<file path="src/rtl/sdram_arb_pkg.sv">
// Shared widths, FSM state encoding and request-slot layout for the SDRAM arbiter.
package sdram_arb_pkg;

  localparam int unsigned ADDR_W = 25;
  localparam int unsigned DATA_W = 8;

  typedef enum logic [2:0] {
    IDLE,
    WR_ISSUE,
    WR_WAIT,
    RD_ISSUE,
    RD_WAIT
  } arb_state_t;

  typedef struct packed {
    logic [ADDR_W-1:0] addr;
    logic [DATA_W-1:0] data;
    logic              pending;
  } req_slot_t;

endpackage

</file>
<file path="src/rtl/arb_req_slot.sv">
// One-entry request latch. A strobe that lands after the grant is kept pending
// across the completion of the request it raced with.
module arb_req_slot
  import sdram_arb_pkg::*;
(
  input  logic              clk_sys,
  input  logic              reset,
  input  logic              i_strobe,
  input  logic [ADDR_W-1:0] i_addr,
  input  logic [DATA_W-1:0] i_data,
  input  logic              i_grant,
  input  logic              i_clear,
  output req_slot_t         o_slot,
  output logic              o_ovf
);

  req_slot_t r_slot;
  logic      r_fresh;

  always_ff @(posedge clk_sys) begin
    if (reset) begin
      r_slot  <= '0;
      r_fresh <= 1'b0;
    end else begin
      if (i_strobe) begin
        r_slot.addr    <= i_addr;
        r_slot.data    <= i_data;
        r_slot.pending <= 1'b1;
      end else if (i_clear) begin
        r_slot.pending <= r_fresh;
      end
      // A strobe in the grant cycle is consumed by that grant via the top's bypass.
      if (i_grant) begin
        r_fresh <= 1'b0;
      end else if (i_strobe) begin
        r_fresh <= 1'b1;
      end
    end
  end

  assign o_slot = r_slot;
  // The cycle that completes the held request frees the slot, so it is not an overflow.
  assign o_ovf  = i_strobe & r_slot.pending & ~i_clear;

endmodule

</file>
<file path="src/rtl/sdram_arb.sv">
// Shares the byte-wide SDRAM port between loader writes and VFD reads with
// bounded loader bursts and an ack watchdog.
module sdram_arb
  import sdram_arb_pkg::*;
#(
  parameter int unsigned LD_BURST = 8,
  parameter int unsigned TIMEOUT  = 64
) (
  input  logic              clk_sys,
  input  logic              reset,
  input  logic              ld_wr,
  input  logic [ADDR_W-1:0] ld_addr,
  input  logic [DATA_W-1:0] ld_data,
  output logic              ld_wait,
  input  logic              vfd_rd,
  input  logic [ADDR_W-1:0] vfd_addr,
  output logic [DATA_W-1:0] vfd_data,
  output logic              vfd_valid,
  output logic [ADDR_W-1:0] sd_addr,
  output logic [DATA_W-1:0] sd_din,
  output logic              sd_we,
  output logic              sd_rd,
  input  logic [DATA_W-1:0] sd_dout,
  input  logic              sd_ack,
  output logic              err_ovf,
  output logic              err_tmo
);

  localparam int unsigned BURST_W = $clog2(LD_BURST + 1);
  localparam int unsigned WDOG_W  = (TIMEOUT > 1) ? $clog2(TIMEOUT) : 1;
  localparam logic [BURST_W-1:0] BURST_MAX = BURST_W'(LD_BURST);
  localparam logic [WDOG_W-1:0]  WDOG_LAST = WDOG_W'(TIMEOUT - 1);

  arb_state_t        r_state;
  logic [BURST_W-1:0] r_burst;
  logic [WDOG_W-1:0]  r_wdog;
  logic [ADDR_W-1:0]  r_sd_addr;
  logic [DATA_W-1:0]  r_sd_din;
  logic               r_sd_we;
  logic               r_sd_rd;
  logic [DATA_W-1:0]  r_vfd_data;
  logic               r_vfd_valid;
  logic               r_err_ovf;
  logic               r_err_tmo;

  req_slot_t w_ld_slot;
  req_slot_t w_vfd_slot;
  logic      w_ld_ovf;
  logic      w_vfd_ovf;
  logic      w_ld_grant;
  logic      w_vfd_grant;
  logic      w_wdog_hit;
  logic      w_ld_clear;
  logic      w_vfd_clear;
  logic      w_unused_vfd;

  assign w_ld_grant  = (r_state == IDLE) && w_ld_slot.pending &&
                       !(w_vfd_slot.pending && (r_burst == BURST_MAX));
  assign w_vfd_grant = (r_state == IDLE) && w_vfd_slot.pending && !w_ld_grant;
  assign w_wdog_hit  = (r_wdog == WDOG_LAST);
  assign w_ld_clear  = (r_state == WR_WAIT) && (sd_ack || w_wdog_hit);
  assign w_vfd_clear = (r_state == RD_WAIT) && (sd_ack || w_wdog_hit);

  arb_req_slot u_ld_slot (
    .clk_sys  (clk_sys),
    .reset    (reset),
    .i_strobe (ld_wr),
    .i_addr   (ld_addr),
    .i_data   (ld_data),
    .i_grant  (w_ld_grant),
    .i_clear  (w_ld_clear),
    .o_slot   (w_ld_slot),
    .o_ovf    (w_ld_ovf)
  );

  arb_req_slot u_vfd_slot (
    .clk_sys  (clk_sys),
    .reset    (reset),
    .i_strobe (vfd_rd),
    .i_addr   (vfd_addr),
    .i_data   ('0),
    .i_grant  (w_vfd_grant),
    .i_clear  (w_vfd_clear),
    .o_slot   (w_vfd_slot),
    .o_ovf    (w_vfd_ovf)
  );

  assign w_unused_vfd = ^{w_vfd_slot.data, w_vfd_ovf};

  always_ff @(posedge clk_sys) begin
    if (reset) begin
      r_state     <= IDLE;
      r_burst     <= '0;
      r_wdog      <= '0;
      r_sd_addr   <= '0;
      r_sd_din    <= '0;
      r_sd_we     <= 1'b0;
      r_sd_rd     <= 1'b0;
      r_vfd_data  <= '0;
      r_vfd_valid <= 1'b0;
      r_err_ovf   <= 1'b0;
      r_err_tmo   <= 1'b0;
    end else begin
      r_sd_we     <= 1'b0;
      r_sd_rd     <= 1'b0;
      r_vfd_valid <= 1'b0;
      if (w_ld_ovf) r_err_ovf <= 1'b1;

      unique case (r_state)
        IDLE: begin
          if (!w_vfd_slot.pending) r_burst <= '0;
          // Strobes in the grant cycle bypass the slot so the newest request is issued.
          if (w_ld_grant) begin
            r_state   <= WR_ISSUE;
            r_sd_we   <= 1'b1;
            r_sd_addr <= ld_wr ? ld_addr : w_ld_slot.addr;
            r_sd_din  <= ld_wr ? ld_data : w_ld_slot.data;
            if (w_vfd_slot.pending) r_burst <= r_burst + 1'b1;
          end else if (w_vfd_grant) begin
            r_state   <= RD_ISSUE;
            r_sd_rd   <= 1'b1;
            r_sd_addr <= vfd_rd ? vfd_addr : w_vfd_slot.addr;
            r_burst   <= '0;
          end
        end
        WR_ISSUE: begin
          r_state <= WR_WAIT;
          r_wdog  <= '0;
        end
        RD_ISSUE: begin
          r_state <= RD_WAIT;
          r_wdog  <= '0;
        end
        WR_WAIT: begin
          if (sd_ack) begin
            r_state <= IDLE;
          end else if (w_wdog_hit) begin
            r_state   <= IDLE;
            r_err_tmo <= 1'b1;
          end else begin
            r_wdog <= r_wdog + 1'b1;
          end
        end
        RD_WAIT: begin
          if (sd_ack) begin
            r_state     <= IDLE;
            r_vfd_data  <= sd_dout;
            r_vfd_valid <= 1'b1;
          end else if (w_wdog_hit) begin
            r_state     <= IDLE;
            r_vfd_data  <= '0;
            r_vfd_valid <= 1'b1;
            r_err_tmo   <= 1'b1;
          end else begin
            r_wdog <= r_wdog + 1'b1;
          end
        end
        default: r_state <= IDLE;
      endcase
    end
  end

  assign ld_wait   = w_ld_slot.pending;
  assign vfd_data  = r_vfd_data;
  assign vfd_valid = r_vfd_valid;
  assign sd_addr   = r_sd_addr;
  assign sd_din    = r_sd_din;
  assign sd_we     = r_sd_we;
  assign sd_rd     = r_sd_rd;
  assign err_ovf   = r_err_ovf;
  assign err_tmo   = r_err_tmo;

endmodule
</file>
<file path="config.mk">
export PLATFORM = sky130hd
export DESIGN_NAME = sdram_arb
export DESIGN_NICKNAME = d
export VERILOG_FILES = /design/src/rtl/sdram_arb_pkg.sv /design/src/rtl/arb_req_slot.sv /design/src/rtl/sdram_arb.sv
export SDC_FILE = /design/constraint.sdc
export NUM_CORES = 1
export LEC_CHECK = 0
export ABC_AREA = 1
export BUFFER_PORTS_ARGS = -buffer_cell sky130_fd_sc_hd__buf_2
export CAP_MARGIN = 30
export CORE_MARGIN = 2
export CORE_UTILIZATION = 35
export DETAILED_ROUTE_END_ITERATION = 8
export SLEW_MARGIN = 20
export SYNTH_ARGS = -nofsm -noshare
export SYNTH_HDL_FRONTEND = slang
export SYNTH_SLANG_ARGS = --single-unit
</file>
<file path="constraint.sdc">
create_clock -name clk_sys -period 3.25 [get_ports clk_sys]
set_input_delay 0.1625 -clock clk_sys [delete_from_list [all_inputs] [get_ports clk_sys]]
set_output_delay 0.1625 -clock clk_sys [all_outputs]
set_load 0.01 [all_outputs]
</file>
==> results.rst, run 1 <==
.. list-table::
   :header-rows: 1

   * - Metric
     - Value
   * - Placement-stage cell area
     - 5480 um2
   * - Clock power frac
     - a little under half
   * - Final-report max-slew violation count
     - 0
   * - Worst-path cell chain
     - inv_1, ha_1, nand4_2, nand3_4, inv_6, nor2_8, nand3_2, nand3_2
   * - Delay-heaviest family, CP
     - simple AND/OR/NAND/NOR gates
   * - Share of the synthesized area in the top cell type
     - 50.1%
   * - Min cycle time layout
     - between 1.5 and 2 ns
   * - Relative contribution of combinational cells to total power
     - 14.3%
   * - Remaining global-route overflow
     - 0
   * - Kind of end point of the critical path
     - flop
   * - DRC violations left
     - 0
   * - Number of buffers created by CTS
     - 17
   * - # rows
     - 42
   * - Number of buffers and inverters on the critical path
     - 2
   * - Most frequent cell on the critical path
     - nand3_2
   * - Power per standard cell area
     - 693 nW/um2
   * - Ant diodes
     - 0
   * - Yosys warnings
     - 0
   * - Final cell utilization of the core
     - 46.3%
   * - Quantity of gates resized following cts
     - 0
   * - Critical path required time
     - 3.61 ns
   * - Routed met2 length
     - 5910 um
   * - Worst-margin pin slew
     - 0.706 ns
   * - Hold buffers post-CTS
     - 7
   * - Global-route usage over all layers
     - around 18%
   * - TritonCTS clock tree
     - built
   * - Drt first pass iters
     - 6
   * - Antenna violations before repair
     - 0
   * - Maximum frequency from static timing analysis
     - around 530 MHz
   * - Hold slack final
     - 0.0174 ns
   * - Die width
     - 121 um
   * - H-tree levels
     - 4
   * - Layout net count
     - between 700 and 800
   * - Type of the worst min-delay path
     - in2reg
   * - Largest fanout on the critical path
     - 38
   * - Met3 WL post-DR
     - 585 um
   * - Gp weighted congestion
     - about 0.78
   * - Slowest cell on the critical path
     - nor2_8
   * - Maximum buffer depth of the clock tree
     - 2
   * - Summed instance area of the synthesized netlist
     - 4830 um2
   * - Wire length of the first global-routing pass
     - 20,500 um
   * - Stages on the worst setup path
     - 8
   * - Final Instance Area
     - approximately 6200 um2
   * - Net switching power of the design
     - 1.17 mW
   * - Final setup violation count
     - 0
   * - Number of storage elements in the synthesis netlist
     - 121
   * - Wire length per cell after detailed routing
     - ~14 um
   * - Internal cell power
     - a little over 3 mW
   * - Critical path launch point
     - r_burst[0]
   * - Max incr delay on CP
     - between 0.4 and 0.5 ns
   * - Result of the run
     - finished, final reports clean
   * - Relative slew slack
     - 52.9%
   * - Synth area leaders
     - dfxtp_1 (50%), nor2_1 (10%), nand2_1 (8.6%)
   * - Hold violation count in the final report
     - 0
   * - Buffer count from post-CTS setup fixing
     - 0
   * - Detail Placement HPWL
     - ~8100 um
   * - Cell count after synthesis
     - 594
   * - Worst slack, placed
     - about 1.4 ns
   * - Reg2Reg Capture Point
     - sd_addr[22]
   * - Sink Count
     - approximately 120
   * - Iteration-0 DRC count of the detailed router
     - ~170
   * - Uppermost layer routed
     - met4
   * - Mean number of vias per cell
     - roughly 4.8
   * - Distinct cells, synth
     - 31
   * - Reg-to-Reg Start
     - r_burst[0]
   * - Aggregate routed wire length
     - ~13,000 um
   * - Number of global-route vias before repair
     - 4,262
   * - Average size of a mapped cell
     - approximately 8.1 um2
   * - Static leakage power
     - ~2.8 nW
   * - Max-capacitance violation count
     - 0
   * - Reg2Reg Setup Slack
     - 1.37 ns
   * - Routed length on met1
     - 5830 um
   * - Crit path kind
     - reg2reg
   * - Sw Share
     - between 20% and 30%
   * - Pin count of the biggest net entering global routing
     - 39
   * - Die height
     - 121 um
   * - Buffer type at the clock tree root
     - clkbuf_16
   * - Register share of total power
     - roughly two fifths
   * - Max IR drop VDD
     - 0.342 mV
   * - Number of nets still failing antenna checks after routing
     - 0
   * - Share of cells above drive strength 1
     - approximately 28%
   * - Worst path arrival time
     - 2.23 ns
   * - Clock-pin slew of the registers on the worst-case setup and hold paths
     - 0.06 ns
   * - Number of ports placed on the die boundary
     - 118
   * - P&R area growth vs syn
     - 28.0%
   * - Final critical-path share of the clock period
     - 57.8%
   * - Element type at the critical path start
     - flop
   * - Fillcell total
     - roughly 1,300
   * - Sum of negative setup slack
     - 0 ns
   * - Die Outline Area
     - between 10,000 and 15,000 um2
   * - Core area
     - 13,300 um2
   * - Later-pin clock latency in the skew report
     - around 0.42 ns
   * - Via total after detailed routing
     - 4,286
   * - RSZ-0062 raised after global routing
     - no
   * - Sequential cell area fraction in the yosys report
     - about half
   * - Net count after synthesis
     - around 670
   * - Starting density of the core
     - 36.2%
   * - Cell depth of the worst flop-to-flop path
     - 8
   * - Final WS setup
     - roughly 1.4 ns
   * - Worst setup endpoint
     - sd_addr[22]
   * - Largest area contributor in the synthesized netlist
     - dfxtp_1
   * - Worst clock skew on the final layout
     - 0.00786 ns
   * - Count of input and output buffers
     - 117
-- logic make-up (layout without fill, tap and decap cells) --
group                      Yosys count  count (layout)  synth area share (%)
AOI/OAI and AO/OA                   96              96                  10.3
buffers and inverters               52             181                  5.59
and+or+nand+nor                    318             318                  32.5
adders and majority gates            3               3                 0.777
xor gates and xnor gates             4               4                 0.725
DFF                                121             121                  50.1
-- power groups by stage --
stage | Sequential [mW] | Combinational (mW) | Clock, mW
after floorplan | 1.74 | 0.407 | 0
after global placement | 1.72 | 0.600 | 0
after CTS | 1.70 | 0.620 | 2.01
after global routing | 1.71 | 0.684 | 2.09
after detailed placement | 1.73 | 0.611 | 0
final | 1.70 | 0.613 | 1.98
-- placed cells by master (no fill, tap or decap), types with 2 or more instances in the layout --
master and count:
a21oi_1 37, a31oi_1 3, buf_2 117, buf_4 5
bufinv_16 4, clkbuf_16 17, clkinv_2 3, clkinv_4 2
clkinvlp_4 4, dfxtp_1 121, dlygate4sd3_1 8, ha_1 3
inv_1 13, inv_2 4, inv_6 3, nand2_1 111
nand3_1 30, nand3_2 38, nor2_1 129, nor2_8 4
nor3_1 2, o21ai_0 45, o21ai_1 6, o31ai_1 3
xor2_1 3
-- Yosys cell counts, drive strengths merged --
library cell and number:
xnor2 1, nor3 2, buf 16, nand3 69, inv 18, a31oi 3, o211ai 1, nor2 133
o31ai 3, clkinv 1, a22oi 1, o21ai 51, ha 3, dfxtp 121, nand2 113, clkbuf 17
xor2 3, nand4 1, a21oi 37
-- worst min path at each step --
| stage | from | to | slack (ns) | depth (start not counted) |
|---|---|---|---|---|
| 4_1_cts | sd_dout[3] | vfd_data[3] | 0.0002 | 3 |
| 6_report | ld_addr[12] | u_ld_slot.o_slot[21] | 0.02 | 3 |
| 3_3_place_gp | sd_dout[3] | vfd_data[3] | 0.42 | 3 |
| 5_1_grt | ld_addr[8] | u_ld_slot.o_slot[17] | 0.02 | 3 |
| 2_1_floorplan | sd_dout[0] | vfd_data[0] | 0.31 | 2 |
| 3_5_place_dp | sd_dout[7] | vfd_data[7] | 0.43 | 3 |
-- worst reg2reg max path, stage by stage (launching register included) --
cell	delay [ns]
dfxtp_1	0.32
inv_1	0.09
ha_1	0.17
nand4_2	0.15
nand3_4	0.18
inv_6	0.16
nor2_8	0.52
nand3_2	0.16
nand3_2	0.10
-- sequential cells by signal, summed over array words and instances (netlist names), 3 cells and up --
signal             flops
vfd_data               8
u_ld_slot.o_slot      34
r_burst                4
u_vfd_slot.o_slot     26
r_wdog                 6
sd_addr               25
r_state                3
sd_din                 8
-- per-stage QoR --
stage	total power [mW]	cells
3_3_place_gp	2.32	859
6_report	4.29	899
2_1_floorplan	2.15	594
3_5_place_dp	2.34	859
4_1_cts	4.33	898
5_1_grt	4.49	899
-- final cells by class --
type | instances | area [um2] | area share (%)
Multi-Input combinational cell | 421 | 2140 | 34.6
Sequential cell | 121 | 2420 | 39.2
Inverter | 19 | 76.3 | 1.23
Clock buffer | 17 | 425 | 6.88
Timing Repair Buffer | 130 | 703 | 11.4
Clock inverter | 15 | 200 | 3.24
Tap cell | 176 | 220 | 3.56
-- routing by layer --
metal  GRT usage, %  up-vias
li1               -     2174
met1           22.0     1994
met2           29.5      100
met3           4.32       18
met4           8.33        0
met5              0        -
Note: power is estimated with default switching activity, not from simulation.
==> run 2, diff against run 1 <==
Settings changed: ABC_AREA 1 to 0.
Clock period 3.25 ns to 1.96 ns, I/O delays scaled along.
==> results.rst, run 2 <==
.. list-table::
   :header-rows: 1

   * - Metric
     - Value
   * - Share of the synthesized area in the top cell type
     - 53.5%
   * - Final-report max-slew violation count
     - 0
   * - Pin count of the biggest net entering global routing
     - 49
   * - Flip-flop count of the largest register, all copies and words added
     - 34
   * - Ant diodes
     - 0
   * - Hold violation count in the final report
     - 0
   * - Type of the worst min-delay path
     - in2reg
   * - Yosys warnings
     - 0
   * - Hold slack final
     - between 0.015 and 0.02 ns
   * - Result of the run
     - finished, final reports clean
   * - Leading cell types in the layout, fill and taps excluded
     - dfxtp_1 (121), buf_2 (116), nor2_1 (82)
   * - Kind of end point of the critical path
     - flop
   * - Number of storage elements in the synthesis netlist
     - 121
   * - Crit path kind
     - reg2reg
   * - Largest area contributor in the synthesized netlist
     - dfxtp_1
   * - Internal cell power
     - between 5 and 6 mW
   * - TritonCTS clock tree
     - built
   * - Sum of negative setup slack
     - 0 ns
   * - Net count after synthesis
     - 520
   * - Final critical-path share of the clock period
     - 91.7%
   * - Static leakage power
     - 3.00 nW
   * - Post-synthesis compound-gate area fraction
     - 12.3%
   * - Final setup violation count
     - 0
   * - Clock power frac
     - 46.3%
   * - Largest fanout on the critical path
     - 6
   * - Average size of a mapped cell
     - 10.2 um2
   * - Via total after detailed routing
     - 3,892
   * - Buffer type at the clock tree root
     - clkbuf_16
   * - Die Outline Area
     - 13,900 um2
   * - Net switching power of the design
     - 1.52 mW
   * - Power per standard cell area
     - 991 nW/um2
   * - Number of cells on the worst hold path
     - 3
   * - Core area
     - 12,600 um2
   * - Final Instance Area
     - 6590 um2
   * - Max-capacitance violation count
     - 0
   * - Remaining global-route overflow
     - 0
   * - Later-pin clock latency in the skew report
     - 0.41 ns
   * - Relative slew slack
     - 56.5%
   * - Clock-pin slew of the registers on the worst-case setup and hold paths
     - 0.05 ns
   * - Most used standard cell by instance count after synthesis
     - dfxtp_1
   * - Cell count after synthesis
     - 446
   * - Iteration-0 DRC count of the detailed router
     - 163
   * - Wire length per cell after detailed routing
     - 14.3 um
   * - Layout net count
     - roughly 700
   * - Placement-stage cell area
     - 5360 um2
   * - Drt first pass iters
     - 4
   * - Share of synthesized area spent on multiplexers
     - 13.0%
   * - Sink Count
     - approximately 120
   * - Max IR drop VDD
     - about 0.54 mV
   * - H-tree levels
     - 4
   * - Synth Area in Adders
     - 0.829%
   * - Maximum frequency from static timing analysis
     - 556 MHz
   * - Sw Share
     - a little under a quarter
   * - Main flop type after synthesis
     - dfxtp_1
   * - Worst path arrival time
     - 2.14 ns
   * - Summed instance area of the synthesized netlist
     - 4530 um2
   * - Register share of total power
     - 41.3%
   * - Share of synthesized registers carrying an async set or reset
     - 0%
   * - Maximum buffer depth of the clock tree
     - 2
   * - Worst clock skew on the final layout
     - 0.00859 ns
   * - Aggregate routed wire length
     - 11,600 um
   * - Gp weighted congestion
     - roughly 0.74
   * - DRC violations left
     - 0
   * - Cell depth of the worst flop-to-flop path
     - 5
   * - Number of buffers created by CTS
     - 17
   * - Share of cells above drive strength 1
     - about a quarter
   * - Synth area leaders
     - dfxtp_1 (53%), mux2i_1 (13%), nor2_1 (6.9%)
   * - Relative contribution of combinational cells to total power
     - 12.4%
   * - Synth Area in XOR/XNOR
     - 0.359%
   * - P&R area growth vs syn
     - 45.5%
   * - Die height
     - 118 um
   * - Most frequent standard cell in the layout excluding fill and tap cells
     - dfxtp_1
   * - Min cycle time layout
     - 1.80 ns
   * - Number of nets still failing antenna checks after routing
     - 0
   * - Starting density of the core
     - 35.9%
   * - RSZ-0062 raised after global routing
     - no
   * - Leading post-synthesis cells by instance count
     - dfxtp_1 (121), nor2_1 (83), mux2i_1 (59)
   * - Die width
     - 118 um
   * - Count of input and output buffers
     - roughly 120
   * - Global-route usage over all layers
     - 17.3%
   * - Mean number of vias per cell
     - ~4.8
   * - Sequential cell area fraction in the yosys report
     - 53.5%
   * - Worst-margin pin slew
     - 0.650 ns
   * - Synthesized-area fraction occupied by and/or/nand/nor cells
     - around 16%
   * - Element type at the critical path start
     - flop
   * - Buffer count from post-CTS setup fixing
     - 0
   * - Number of ports placed on the die boundary
     - approximately 120
   * - # rows
     - 41
   * - Critical path required time
     - 2.30 ns
   * - Number of global-route vias before repair
     - 3,839
   * - Distinct cells, synth
     - 46
   * - Wire length of the first global-routing pass
     - around 19,000 um
   * - Main combinational cell family by area after synthesis
     - simple AND/OR/NAND/NOR gates
   * - Number of enable-type register cells in the synthesized netlist
     - 0
   * - Antenna violations before repair
     - 0
   * - Detail Placement HPWL
     - 7090 um
run 2: changes by cell type in the layout (fill, tap and decap cells not counted), moves of 25 or more:
| cell | delta |
|---|---|
| a21oi_1 | -28 |
| a221o_1 | +25 |
| nor2_1 | -47 |
| mux2i_1 | +59 |
| nor3_1 | +28 |
| nand3_2 | -38 |
| nand2_1 | -104 |
| o21ai_0 | -42 |
| dlygate4sd3_1 | +56 |
run 2: final timing paths:
kind,start,endpoint,slack [ns]
max reg2reg,r_wdog[0],r_wdog[3],0.16
min,ld_data[6],u_ld_slot.o_slot[7],0.02
max,r_wdog[0],r_wdog[3],0.16
min reg2reg,u_ld_slot.r_fresh,u_ld_slot.r_fresh,0.45
run 2: what timing repair did:
item,in CTS,in global routing
gates resized for setup,0,3
endpoints found under the hold margin,64,0
setup endpoints to repair,0,4
hold buffers,64,0
run 2: cells by family (layout without fill, tap and decap cells):
| logic type | Yosys count | after routing |
|---|---|---|
| compound gates | 68 | 68 |
| xor+xnor | 1 | 1 |
| fa+ha+maj | 3 | 3 |
| buf+inv | 41 | 233 |
| flops | 121 | 121 |
| mux | 59 | 59 |
| simple gates | 153 | 153 |
run 2: through the flow:
stage	utilization, %	total power [mW]	worst slack [ns]	cells
6_report	52.2	6.53	0.162	810
5_1_grt	52.2	6.83	0.0355	810
4_1_cts	52.2	6.61	0.109	810
3_5_place_dp	42.5	3.46	0.139	716
3_3_place_gp	42.5	3.45	0.229	716
2_1_floorplan	-	3.16	0.167	446
run 2: worst max-delay path, cell delays in order, from the launching register on:
cell      delay [ns]
dfxtp_1         0.36
ha_2            0.24
and4_1          0.24
and2_1          0.21
or4_1           0.50
a21boi_1        0.17
run 2: metal layers:
| layer | routed length [um] | global-route usage [%] |
|---|---|---|
| met1 | 5370 | 21.2 |
| met2 | 5580 | 28.1 |
| met3 | 481 | 5.81 |
| met4 | 157 | 7.00 |
| met5 | 0 | 0 |
run 2: cell type report:
class | count | area, um2
Clock inverter | 8 | 95.1
Timing Repair Buffer | 197 | 1410
Multi-Input combinational cell | 284 | 1940
Tap cell | 172 | 215
Sequential cell | 121 | 2420
Clock buffer | 22 | 484
Inverter | 6 | 22.5
Fill cell | 1163 | 6030
run 2: power by group through the flow:
stage | sequential [mW] | clock [mW] | combinational (mW)
finish | 2.70 | 3.02 | 0.809
global route | 2.72 | 3.22 | 0.891
CTS | 2.70 | 3.10 | 0.812
detailed placement | 2.75 | 0 | 0.714
global placement | 2.75 | 0 | 0.701
floorplan | 2.77 | 0 | 0.392
==> run 3, diff against run 2 <==
Settings changed: RECOVER_POWER set to 50.
==> results.rst, run 3 (synthesis results as in run 2) <==
.. list-table::
   :header-rows: 1

   * - Metric
     - Value
   * - Internal cell power
     - 4.99 mW
   * - Wire length of the first global-routing pass
     - 18,900 um
   * - Gp weighted congestion
     - ~0.74
   * - Max incr delay on CP
     - 0.50 ns
   * - Maximum buffer depth of the clock tree
     - 2
   * - Clock power frac
     - a little under half
   * - Iteration-0 DRC count of the detailed router
     - 188
   * - Via total after detailed routing
     - approximately 3,900
   * - H-tree levels
     - 4
   * - Count of input and output buffers
     - 117
   * - Max IR drop VDD
     - around 0.54 mV
   * - Layout net count
     - 701
   * - Remaining global-route overflow
     - 0
   * - Drt first pass iters
     - 4
   * - Worst clock skew on the final layout
     - around 0.0072 ns
   * - Register share of total power
     - 41.4%
   * - Number of ports placed on the die boundary
     - 118
   * - Final Instance Area
     - ~6600 um2
   * - Number of buffers created by CTS
     - 17
   * - Delay-heaviest family, CP
     - simple AND/OR/NAND/NOR gates
   * - Crit path kind
     - reg2reg
   * - Clock-pin slew of the registers on the worst-case setup and hold paths
     - 0.05 ns
   * - Fillcell total
     - about 1,200
   * - Net switching power of the design
     - 1.53 mW
   * - P&R area growth vs syn
     - 44.6%
   * - Flip-flop count of the largest register, all copies and words added
     - 34
   * - Global-route usage over all layers
     - 17.3%
   * - Hold violation count in the final report
     - 0
   * - RSZ-0062 raised after global routing
     - no
   * - Number of global-route vias before repair
     - roughly 3,800
   * - Relative contribution of combinational cells to total power
     - 12.2%
   * - Result of the run
     - finished, final reports clean
   * - Starting density of the core
     - between 30% and 40%
   * - Buffer type at the clock tree root
     - clkbuf_16
   * - Min cycle time layout
     - 1.80 ns
   * - Final critical-path share of the clock period
     - ~92%
   * - TritonCTS clock tree
     - built
   * - Kind of end point of the critical path
     - flop
   * - Leading cell types in the layout, fill and taps excluded
     - dfxtp_1 (121), nor2_1 (82), buf_2 (82)
   * - Area of combinational cells with multiple inputs
     - ~2000 um2
   * - Power per standard cell area
     - approximately 1000 nW/um2
   * - Antenna violations before repair
     - 0
   * - Die height
     - ~120 um
   * - Buffer count from post-CTS setup fixing
     - 0
   * - Placement-stage cell area
     - 5360 um2
   * - Critical path required time
     - ~2.3 ns
   * - Maximum frequency from static timing analysis
     - 556 MHz
   * - Die Outline Area
     - 13,900 um2
   * - Routed length on met1
     - 5320 um
   * - Core area
     - 12,600 um2
   * - Reg2Reg Setup Slack
     - between 0.15 and 0.2 ns
   * - Detail Placement HPWL
     - between 7000 and 8000 um
   * - Element type at the critical path start
     - flop
   * - Die width
     - 118 um
   * - Largest fanout on the critical path
     - 6
   * - Ant diodes
     - 0
   * - Type of the worst min-delay path
     - in2reg
   * - Relative slew slack
     - 54.0%
   * - Most frequent standard cell in the layout excluding fill and tap cells
     - dfxtp_1
   * - Sw Share
     - a little under a quarter
   * - Worst-margin pin slew
     - 0.687 ns
   * - Later-pin clock latency in the skew report
     - 0.41 ns
   * - DRC violations left
     - 0
   * - Mean number of vias per cell
     - 4.82
   * - Met3 WL post-DR
     - 546 um
   * - Sum of internal, switching and leakage power
     - between 6 and 7 mW
   * - Final setup violation count
     - 0
   * - Share of cells above drive strength 1
     - 21.6%
   * - Wire length per cell after detailed routing
     - 14.3 um
   * - Aggregate routed wire length
     - 11,600 um
   * - # rows
     - a little over 40
   * - Uppermost layer routed
     - met4
   * - Static leakage power
     - 2.87 nW
   * - Max-capacitance violation count
     - 0
   * - Final-report max-slew violation count
     - 0
   * - Slowest cell on the critical path
     - or4_1
   * - Worst path arrival time
     - 2.14 ns
   * - Sink Count
     - ~120
   * - Number of nets still failing antenna checks after routing
     - 0
   * - Routed met2 length
     - 5500 um
   * - Pin count of the biggest net entering global routing
     - 49
   * - Reg area
     - 2420 um2
   * - Number of buffers and inverters on the critical path
     - 0
   * - Worst-path cell chain
     - ha_2, and4_1, and2_1, or4_1, a21boi_1
   * - Sum of negative setup slack
     - 0 ns
==> run 3: routing by layer <==
metal | vias up | global-route usage (%)
met5 | - | 0
met4 | 0 | 7.00
met3 | 18 | 5.81
met2 | 96 | 28.1
met1 | 1813 | 21.2
li1 | 1979 | -
==> run 3: power groups by stage <==
stage | logic [mW] | clock network, mW | registers, mW
2_1_floorplan | 0.392 | 0 | 2.77
3_3_place_gp | 0.701 | 0 | 2.75
3_5_place_dp | 0.714 | 0 | 2.75
4_1_cts | 0.812 | 3.10 | 2.70
5_1_grt | 0.877 | 3.22 | 2.72
6_report | 0.797 | 3.03 | 2.70
==> run 3: tightest hold or removal path, cell delays in order <==
cell,delay (ns)
buf_2,0.08
mux2i_1,0.05
nor2_1,0.14
==> run 3: final cells by class <==
type | count | area share, %
flip-flops and latches | 121 | 37.0
multi-input cells | 284 | 29.6
repair buffers | 197 | 20.9
clock buffers | 22 | 7.39
well taps | 172 | 3.28
clock inverters | 8 | 1.45
inverters | 6 | 0.344
==> run 3: worst paths after layout <==
path                startpoint                   to  cells past startpoint
min                 ld_data[6]  u_ld_slot.o_slot[7]                      3
min reg2reg  u_ld_slot.r_fresh    u_ld_slot.r_fresh                      1
max                  r_wdog[0]            r_wdog[3]                      5
max reg2reg          r_wdog[0]            r_wdog[3]                      5
==> run 3: stage by stage <==
stage	std cells	hold slack [ns]	util [%]	worst slack, ns
after floorplan	446	0.261	-	0.167
after global placement	716	0.347	42.5	0.229
after detailed placement	716	0.354	42.5	0.139
after CTS	810	0.00567	52.2	0.109
after global routing	810	0.0317	51.9	0.0355
final	810	0.0133	51.9	0.161
==> run 3: repair_timing <==
action | CTS | global route
endpoints found under the setup margin | 0 | 4
hold buffers | 64 | 0
resized for setup | 0 | 3
hold endpoints to repair | 64 | 0
